`config.mk`:
```
export PLATFORM = sky130hd
export DESIGN_NAME = seq_alu
export DESIGN_NICKNAME = d
export VERILOG_FILES = /design/src/rtl/alu_pkg.sv /design/src/rtl/seq_multiplier.sv /design/src/rtl/seq_alu.sv
export SDC_FILE = /design/constraint.sdc
export NUM_CORES = 1
export LEC_CHECK = 0
export CAP_MARGIN = 10
export CORE_ASPECT_RATIO = 1.75
export CORE_MARGIN = 2
export CORE_UTILIZATION = 35
export CTS_CLUSTER_DIAMETER = 50
export CTS_CLUSTER_SIZE = 10
export DETAILED_ROUTE_END_ITERATION = 16
export DONT_BUFFER_PORTS = 1
export SLEW_MARGIN = 25
export SYNTH_ARGS = -nofsm -noshare
export SYNTH_HDL_FRONTEND = slang
export SYNTH_SLANG_ARGS = --single-unit
```
`constraint.sdc`:
```
create_clock -name clk -period 8.1 [get_ports clk]
set_clock_uncertainty 0.15 [all_clocks]
set_input_delay 1.62 -clock clk [delete_from_list [all_inputs] [get_ports clk]]
set_output_delay 1.62 -clock clk [all_outputs]
set_load 0.01 [all_outputs]
```
`src/rtl/alu_pkg.sv`:
```
// Shared opcode encodings and control state type for the sequential ALU.
package alu_pkg;

  localparam logic [5:0] OP_ADD  = 6'd0;
  localparam logic [5:0] OP_MULU = 6'd1;
  localparam logic [5:0] OP_MULS = 6'd2;
  localparam logic [5:0] OP_NEG  = 6'd3;
  localparam logic [5:0] OP_ADDI = 6'd4;
  localparam logic [5:0] OP_NEGI = 6'd5;
  localparam logic [5:0] OP_AND  = 6'd6;
  localparam logic [5:0] OP_XOR  = 6'd7;
  localparam logic [5:0] OP_SHL  = 6'd8;
  localparam logic [5:0] OP_SHR  = 6'd9;
  localparam logic [5:0] OP_SHLI = 6'd10;
  localparam logic [5:0] OP_SHRI = 6'd11;
  localparam logic [5:0] OP_SRA  = 6'd12;
  localparam logic [5:0] OP_SRAI = 6'd13;
  localparam logic [5:0] OP_LW   = 6'd16;
  localparam logic [5:0] OP_SW   = 6'd32;

  typedef enum logic [1:0] {
    IDLE = 2'd0,
    MUL  = 2'd1,
    FIX  = 2'd2
  } state_t;

endpackage

```
`src/rtl/seq_multiplier.sv`:
```
// Iterative unsigned shift-add multiplier: one partial-product step per clock.
module seq_multiplier #(
  parameter int WIDTH = 32
) (
  input  logic               clk,
  input  logic               rst_n,
  input  logic               start,
  input  logic [WIDTH-1:0]   a,
  input  logic [WIDTH-1:0]   b,
  output logic               busy,
  output logic [2*WIDTH-1:0] product
);

  localparam int CW = $clog2(WIDTH);

  logic [WIDTH-1:0]   mcand;
  logic [2*WIDTH-1:0] prod;
  logic [CW-1:0]      count;
  logic               running;
  logic [WIDTH:0]     sum;

  // busy drops during the final iteration so the controller can leave MUL on that same edge
  assign busy    = running && (count != '0);
  assign product = prod;
  assign sum     = {1'b0, prod[2*WIDTH-1:WIDTH]} + (prod[0] ? {1'b0, mcand} : '0);

  always_ff @(posedge clk or negedge rst_n) begin
    if (!rst_n) begin
      mcand   <= '0;
      prod    <= '0;
      count   <= '0;
      running <= 1'b0;
    end else if (start) begin
      mcand   <= a;
      prod    <= {{WIDTH{1'b0}}, b};
      count   <= CW'(WIDTH - 1);
      running <= 1'b1;
    end else if (running) begin
      prod <= {sum, prod[WIDTH-1:1]};
      if (count == '0) running <= 1'b0;
      else             count   <= count - 1'b1;
    end
  end

endmodule

```
`src/rtl/seq_alu.sv`:
```
// Handshaked ALU: single-cycle ops registered on accept, multiplies via the shift-add engine.
//   state | meaning
//   IDLE  | ready; single-cycle and illegal ops complete on the accepting edge
//   MUL   | multiplier iterating, input stalled
//   FIX   | apply product sign, load {high,result}, pulse out_valid
module seq_alu
  import alu_pkg::*;
#(
  parameter int WIDTH      = 32,
  parameter bit ENABLE_MUL = 1
) (
  input  logic             clk,
  input  logic             rst_n,
  input  logic             in_valid,
  output logic             in_ready,
  input  logic [WIDTH-1:0] a,
  input  logic [WIDTH-1:0] b,
  input  logic [5:0]       opcode,
  output logic             out_valid,
  output logic [WIDTH-1:0] result,
  output logic [WIDTH-1:0] high,
  output logic             carry_flag,
  output logic             z_flag,
  output logic             sign_flag,
  output logic             overflow_flag,
  output logic             illegal_op
);

  localparam logic [WIDTH-1:0] W_VAL = WIDTH[WIDTH-1:0];

  state_t             state;
  logic               accept, is_mul, is_muls, neg_q;
  logic               mul_busy;
  logic [2*WIDTH-1:0] mul_product, fixed;
  logic [WIDTH-1:0]   mul_a, mul_b;
  logic [WIDTH:0]     sum, ext_a, ext_b, abs_a, abs_b;
  logic [WIDTH-1:0]   res_c;
  logic               carry_c, ovf_c, legal_c, big_shift;

  assign in_ready = (state == IDLE);
  assign accept   = in_valid && in_ready;
  assign is_muls  = ENABLE_MUL && (opcode == OP_MULS);
  assign is_mul   = ENABLE_MUL && ((opcode == OP_MULU) || (opcode == OP_MULS));

  // Magnitudes in WIDTH+1 bits so the most negative operand stays exact
  assign ext_a = {a[WIDTH-1], a};
  assign ext_b = {b[WIDTH-1], b};
  assign abs_a = ext_a[WIDTH] ? -ext_a : ext_a;
  assign abs_b = ext_b[WIDTH] ? -ext_b : ext_b;
  assign mul_a = is_muls ? abs_a[WIDTH-1:0] : a;
  assign mul_b = is_muls ? abs_b[WIDTH-1:0] : b;
  assign fixed = neg_q ? -mul_product : mul_product;

  assign sum       = {1'b0, a} + {1'b0, b};
  assign big_shift = (b >= W_VAL);

  always_comb begin
    res_c   = '0;
    carry_c = 1'b0;
    ovf_c   = 1'b0;
    legal_c = 1'b1;
    case (opcode)
      OP_ADD, OP_ADDI, OP_LW, OP_SW: begin
        res_c   = sum[WIDTH-1:0];
        carry_c = sum[WIDTH];
        ovf_c   = (a[WIDTH-1] == b[WIDTH-1]) && (sum[WIDTH-1] != a[WIDTH-1]);
      end
      OP_NEG, OP_NEGI: res_c = -b;
      OP_AND:          res_c = a & b;
      OP_XOR:          res_c = a ^ b;
      OP_SHL, OP_SHLI: res_c = big_shift ? '0 : (a << b);
      OP_SHR, OP_SHRI: res_c = big_shift ? '0 : (a >> b);
      OP_SRA, OP_SRAI: res_c = big_shift ? {WIDTH{a[WIDTH-1]}} : WIDTH'($signed(a) >>> b);
      default:         legal_c = 1'b0;
    endcase
  end

  generate
    if (ENABLE_MUL) begin : g_mul
      seq_multiplier #(.WIDTH(WIDTH)) u_mul (
        .clk     (clk),
        .rst_n   (rst_n),
        .start   (accept && is_mul),
        .a       (mul_a),
        .b       (mul_b),
        .busy    (mul_busy),
        .product (mul_product)
      );
    end else begin : g_no_mul
      assign mul_busy    = 1'b0;
      assign mul_product = '0;
    end
  endgenerate

  always_ff @(posedge clk or negedge rst_n) begin
    if (!rst_n) begin
      state         <= IDLE;
      neg_q         <= 1'b0;
      out_valid     <= 1'b0;
      result        <= '0;
      high          <= '0;
      carry_flag    <= 1'b0;
      z_flag        <= 1'b1;
      sign_flag     <= 1'b0;
      overflow_flag <= 1'b0;
      illegal_op    <= 1'b0;
    end else begin
      out_valid <= 1'b0;
      case (state)
        IDLE: if (accept) begin
          if (is_mul) begin
            neg_q <= is_muls && (a[WIDTH-1] ^ b[WIDTH-1]);
            state <= MUL;
          end else if (legal_c) begin
            result        <= res_c;
            z_flag        <= (res_c == '0);
            sign_flag     <= res_c[WIDTH-1];
            carry_flag    <= carry_c;
            overflow_flag <= ovf_c;
            illegal_op    <= 1'b0;
            out_valid     <= 1'b1;
          end else begin
            result        <= '0;
            high          <= '0;
            z_flag        <= 1'b1;
            sign_flag     <= 1'b0;
            carry_flag    <= 1'b0;
            overflow_flag <= 1'b0;
            illegal_op    <= 1'b1;
            out_valid     <= 1'b1;
          end
        end
        MUL: if (!mul_busy) state <= FIX;
        FIX: begin
          {high, result} <= fixed;
          z_flag         <= (fixed == '0);
          sign_flag      <= 1'b0;
          carry_flag     <= 1'b0;
          overflow_flag  <= 1'b0;
          illegal_op     <= 1'b0;
          out_valid      <= 1'b1;
          state          <= IDLE;
        end
        default: state <= IDLE;
      endcase
    end
  end

endmodule

```
# Word level (Yosys, flattened, before mapping)
# Index checks and enable logic that the tools add are counted.
dict set report word_totals {
  in_bits 73
  latchBits 0
  regBits 175
  romBits 0
  mem_bits_rw 0
  mem_count 0
  wordCells 134
  out_inout_bits 71
}
dict set report classes {
  eq_ne 25
  reduce_logical 25
  mux 56
  n_div 0
  bitwise 3
  shift 3
  magnitude_cmp 1
  addsub 7
  mul 0
}
# op n
set op_table {}
lappend op_table {{$mux 32} 14}
lappend op_table {{$pmux 32 s7} 1}
lappend op_table {{$mux 64} 3}
lappend op_table {{$pmux 32 s2} 2}
lappend op_table {{$neg 32->32} 3}
lappend op_table {{$logic_not 64->1} 1}
lappend op_table {{$neg 64->64} 1}
lappend op_table {{$eq 6x4->1 const B} 6}
lappend op_table {{$add 32x32->33} 1}
lappend op_table {{$add 32x33->33} 1}
lappend op_table {{$and 32x32->32} 1}
lappend op_table {{$ge 32x6->1 const B} 1}
lappend op_table {{$logic_not 32->1} 1}
lappend op_table {{$shl 32x32->32} 1}
lappend op_table {{$shr 32x32->32} 1}
lappend op_table {{$sshr 32x32->32} 1}
lappend op_table {{$xor 32x32->32} 1}
lappend op_table {{$eq 6x3->1 const B} 4}
lappend op_table {{$mux 1} 23}
lappend op_table {{$mux 5} 3}
lappend op_table {{$reduce_or 14->1} 1}
lappend op_table {{$eq 6x2->1 const B} 2}
lappend op_table {{$pmux 1 s2} 6}
lappend op_table {{$reduce_and 3->1} 3}
lappend op_table {{other kinds (24)} 38}

# Longest topological paths before layout
dict set report logic_depth {
  word_depth 8
  depth_mapped 19
  mapped_depth_nobuf 16
}

# Cells and area by module
# Synthesis repeated with hierarchy kept, for this count alone.
dict set report unflattened {
  cells_unflattened 2607
  area_unflattened_um2 20718.6
}
# module area_each_um2 n_inst cells_each seq_area_each_um2
set by_module_without_submodules {}
lappend by_module_without_submodules {seq_alu 14579.0 1 1972 1828.0}
lappend by_module_without_submodules {seq_multiplier 6139.6 1 635 2552.4}

# Worst setup path before layout
# Ideal clock, no wire load.
dict set report synth_path {
  path_type {input to register}
  from {input b[0]}
  to {register z_flag}
  n_path_buf 4
  setup_ps 91
  required_ps 7859
  arrival_time_ps 5950
  slack_ps 1909
  stages 18
  cell_sequence {buf_2 -> inv_2 -> buf_1 -> buf_1 -> ha_1 -> buf_2 -> or4b_2 -> or4_1 -> xor2_1 -> a222oi_1 -> o2111ai_1 -> a2111oi_1 -> nand4_1 -> nor4_1 -> nand4_1 -> nor4_1 -> nand4_1 -> o31ai_1}
}
dict set report synth_via {
  elab_chain_cells 8
  word_cells_on_any_way 17
  classes_between {add/sub (2); order compare (1); shift (3); mux (8); bitwise (2); reduce/logical (1)}
}
# element line_no
set synth_lines {}
lappend synth_lines {{start: declaration} seq_alu.sv:17} ;# input logic [WIDTH-1:0] b,
lappend synth_lines {{$ge 32x6->1 (tied with other cells)} seq_alu.sv:55} ;# assign big_shift = (b >= W_VAL);
lappend synth_lines {{$mux 32 (on tied branches)} {seq_alu.sv:73, seq_alu.sv:71, seq_alu.sv:72}}
lappend synth_lines {{$pmux 32 s7 *} seq_alu.sv:62} ;# case (opcode)
lappend synth_lines {{$logic_not 32->1 *} seq_alu.sv:116} ;# z_flag <= (res_c == '0);
lappend synth_lines {{$mux 1 *} seq_alu.sv:114} ;# end else if (legal_c) begin
lappend synth_lines {{$mux 1 *} seq_alu.sv:111} ;# if (is_mul) begin
lappend synth_lines {{$mux 1 *} seq_alu.sv:110} ;# IDLE: if (accept) begin
lappend synth_lines {{$pmux 1 s2 *} seq_alu.sv:109} ;# case (state)
lappend synth_lines {{end signal: assignment} seq_alu.sv:116}
lappend synth_lines {{end signal: assignment} seq_alu.sv:136} ;# z_flag <= (fixed == '0);
lappend synth_lines {{end: declaration} seq_alu.sv:23} ;# output logic z_flag,
# Every way passes the cells marked *; elsewhere a longest branch is shown, timed or not. The select of a mux whose other input is x is not followed.
# A chain may end at the register's enable or synchronous reset.

# Final worst setup path
# Same ends and word-level chain as after synthesis.

==> flow_summary.yaml <==
layout:
  ff_latch_area_mm2: 0.00439
  layout-drive-gt1-share_pct: 11.1
  fillCellCount: 5970
  syn2layout_area_growth_pct: 6.81
  final_nets: 2545
  multiInputGateArea_mm2: 0.0147
  postLayoutCellArea_mm2: 0.0214
pwr:
  p_seq_share_pct: 35.3
  power_frac_clock_pct: 19.2
  swShare_pct: 45.0
  p_switching_w: 0.00201
  pwr-share-comb_pct: 45.6
  internal_power_w: 0.00246
  p_leak_nw: 8.40
  powerDensity_mw_per_mm2: 209
  irDropWorstVdd_mv: 0.135
setup_path:
  path_cells: "inv_2, ha_1, buf_4, or4b_2, or4_1, xor2_1, a222oi_1, o2111ai_1, a2111oi_1, nand4_1, nor4_1, nand4_1, nor4_1, nand4_1, o31ai_1"
  worst_path_largest_cell_delay_ps: 800
  slowest_stage: "a2111oi_1"
  crit_path_max_fanout: 77
  critPathBufInv: 2
  cpMostUsedCell: "nand4_1"
  end_kind: "flip-flop"
  crit_required_ps: 8320
  critical_path_class: "in -> reg"
  crit_arrival_ps: 6540
  critPathTopFamily: "simple AND/OR/NAND/NOR gates"
  cp-start-kind: "input pin"
synth:
  synth_fa_ha_area_share_pct: 4.61
  synthCells: 2518
  synth_mux_area_share_pct: 14.9
  async_flop_share_pct: 100
  ys_warn_count: 0
  synth_fp_nets: 2663
  synth_compound_area_share_pct: 22.9
  synth-xor-area-share_pct: 8.60
  ys_seq_area_share_pct: 21.8
  synth_edf_count: 0
  netlist_area_mm2: 0.0201
  synth_top_family_by_area: "compound AO/OA/AOI/OAI gates"
  synth-simple-area-share_pct: 22.0
  syn_area_per_cell_um2: 7.97
  ys_seq_elements: 175
  synth_flop_cell: "dfrtp_1"
  yosysUniqueCellTypes: 103
global_routing:
  first_global_vias: 20600
  grt_antenna_before_repair: 1
  grt_first_pass_wirelength_um: 152000
  grtUsageTotal_pct: 36.1
  grt_max_degree: 176
  gr-total-overflow: 0
die:
  die_h_um: 321
  core_area_mm2: 0.0569
  die-width_um: 185
  dieArea_mm2: 0.0593
  num_rows: 116
  pin_count: 144
  start_util_pct: 35.3
route:
  drc: 0
  avgViaCountPerCell: 6.58
  route.vias.total: 20900
  first_pass_iters: 6
  drt_iter0_markers: 2013
  wire_per_inst_um: 33.9
  ant_nets: 0
  drt-total-wl_um: 108000
clock_network:
  cts_inserted_buffers: 17
  cts-root-buf: "clkbuf_16"
  tritoncts: "done"
  cts_buffer_depth: 2
  holdBufCountCts: 0
  clk_latency_ps: 460
  h-tree-depth: 4
  postCtsResizedCells: 0
  cts_setup_buffers: 0
  cts.clk_slew.worst_paths_ps: 80
  clock_sinks: 175
placement:
  dp_hpwl_um: 85000
  postPlaceCellArea_mm2: 0.0208
  port_buffers: 0
  gp_congestion: 1.06
timing:
  rsz0062_at_grt: "no"
  setup_violations: 0
  fin_crit_ps: 6330
  drv_slew: 0
  tightest_slew_ps: 1140
  hold_viol_final: 0
  maxSlewHeadroom_pct: 23.9
  finalCritPeriodShare_pct: 78.1
  max_freq_mhz: 158
  setup_tns_ps: 0
hold_path:
  min_path_type: "reg -> reg"
job:
  drv_cap: 0
status:
  status: "complete, no violations"
-- Yosys cell counts, types with 8 or more instances --
cell type    n  area, µm²
clkbuf_1   146        548
mux4_2      65       1460
dfrtp_1    174       4350
nor4_1      35        219
a221oi_1    10       87.6
a211oi_1    44        330
nor2_1     189        709
and2_1      44        275
a21o_1      23        173
o31ai_1     31        233
a221o_1     11        110
o21ai_0    223       1120
o22ai_1     10       62.6
o21a_1       9       67.6
xnor2_1     98        858
nor2b_1     18        113
ha_1        70        876
mux2_2      30        338
a22oi_1     19        143
or3_1       24        150
nand3_1     58        290
a31oi_1     30        188
a21oi_1    130        651
nand4_1     30        188
nor3_1      66        330
nand2_1    303       1140
inv_1       52        195
or4_1       14        105
and3_1      23        144
or2_2       18        113
mux2i_1    119       1190
a22o_1       9       78.8
xor2_1      99        867
a211o_1      9       78.8
buf_1       34        128
nand2b_1    20        125
o221ai_1    15        131
o211ai_1    12       90.1
buf_2       24        120
o31a_1       8       70.1
o41ai_1     18        158
a222oi_1    11        110
-- routing by layer --
metal  part of all wire (%)  up-vias  wire length (µm)  global-route usage, %
li1                       -     9110                 -                      -
met4                     11        2             11800                   31.8
met3                    7.3      400              7830                   6.87
met1                     34    10200             36300                   37.4
met5                  0.012        -                13                      0
met2                     48     1200             51800                   61.4
-- path summary, 6_finish.rpt --
path | end | slack, ps | startpoint | cells after the start
max in group asynchronous | g_mul.u_mul.running | 6700 | rst_n | 0
worst max register to register | g_mul.u_mul.product[60] | 2970 | g_mul.u_mul.product[0] | 16
min in group asynchronous | g_mul.u_mul.mcand[9] | 710 | rst_n | 0
worst min-delay path | g_mul.u_mul.mcand[14] | 330 | g_mul.u_mul.mcand[14] | 2
worst max-delay path | z_flag | 1770 | b[0] | 15
worst min register to register | g_mul.u_mul.mcand[14] | 330 | g_mul.u_mul.mcand[14] | 2
-- kinds of logic after synthesis --
group,after synthesis
AND/OR/NAND/NOR,897
AO/OA/AOI/OAI,700
buffers and inverters,262
multiplexers,214
XOR/XNOR,197
flip-flops,175
adder cells (fa/ha/maj),73
-- through the flow --
stage	power (W)	cells	utilization, %	hold slack (ps)	setup slack (ps)
finish	0.00448	3181	37.7	325	1770
global placement	0.00353	3148	36.5	307	1510
detailed placement	0.00360	3148	36.6	314	1480
global route	0.00477	3180	37.7	343	1670
floorplan	0.00304	2518	-	280	1910
CTS	0.00446	3180	37.6	331	1960
-- power by group through the flow --
stage	combinational, W	clock, W	sequential (W)
floorplan	0.00167	0	0.00136
global placement	0.00196	0	0.00157
detailed placement	0.00200	0	0.00159
CTS	0.00201	0.000869	0.00158
global route	0.00224	0.000904	0.00163
finish	0.00204	0.000857	0.00158
-- layout by cell type, fill, tap and decap left out, drive strengths merged, types with 12 or more instances in the layout --
master  count
nor3       70
and2       45
mux2i     119
and3       23
a21o       23
o221ai     15
xor2       99
nand3      59
or2        19
nand2     304
a22oi      19
a31oi      30
inv        61
nand4      30
a211oi     44
nor2      190
o21ai     224
mux4       65
nand2b     20
buf        71
dfrtp     174
o211ai     12
o41ai      18
xnor2      98
mux2       30
or3        30
nor4       38
a21oi     130
nor2b      18
ha         70
or4        17
o31ai      32
clkbuf     17
-- tightest hold or removal path, cell delays in order, from the launching register on --
cell and delay [ps]:
dfrtp_1 340, nand2_1 40, o21ai_0 60
-- state kept, by name, summed over array words and instances, names as in the netlist, 2 cells and up --
| name | cells |
|---|---|
| high | 32 |
| state | 2 |
| g_mul.u_mul.product | 64 |
| g_mul.u_mul.count | 5 |
| g_mul.u_mul.mcand | 32 |
| result | 32 |
-- cell type report --
type | instances | share of cell area [%]
tap | 767 | 4.48
antenna | 1 | 0.0117
timing repair buffer | 71 | 2.49
clock buffer | 17 | 1.98
inverter | 54 | 0.946
clock inverter | 15 | 0.870
multi-input combinational | 2081 | 68.8
sequential | 175 | 20.5
Power figures use the tool's default switching activity.
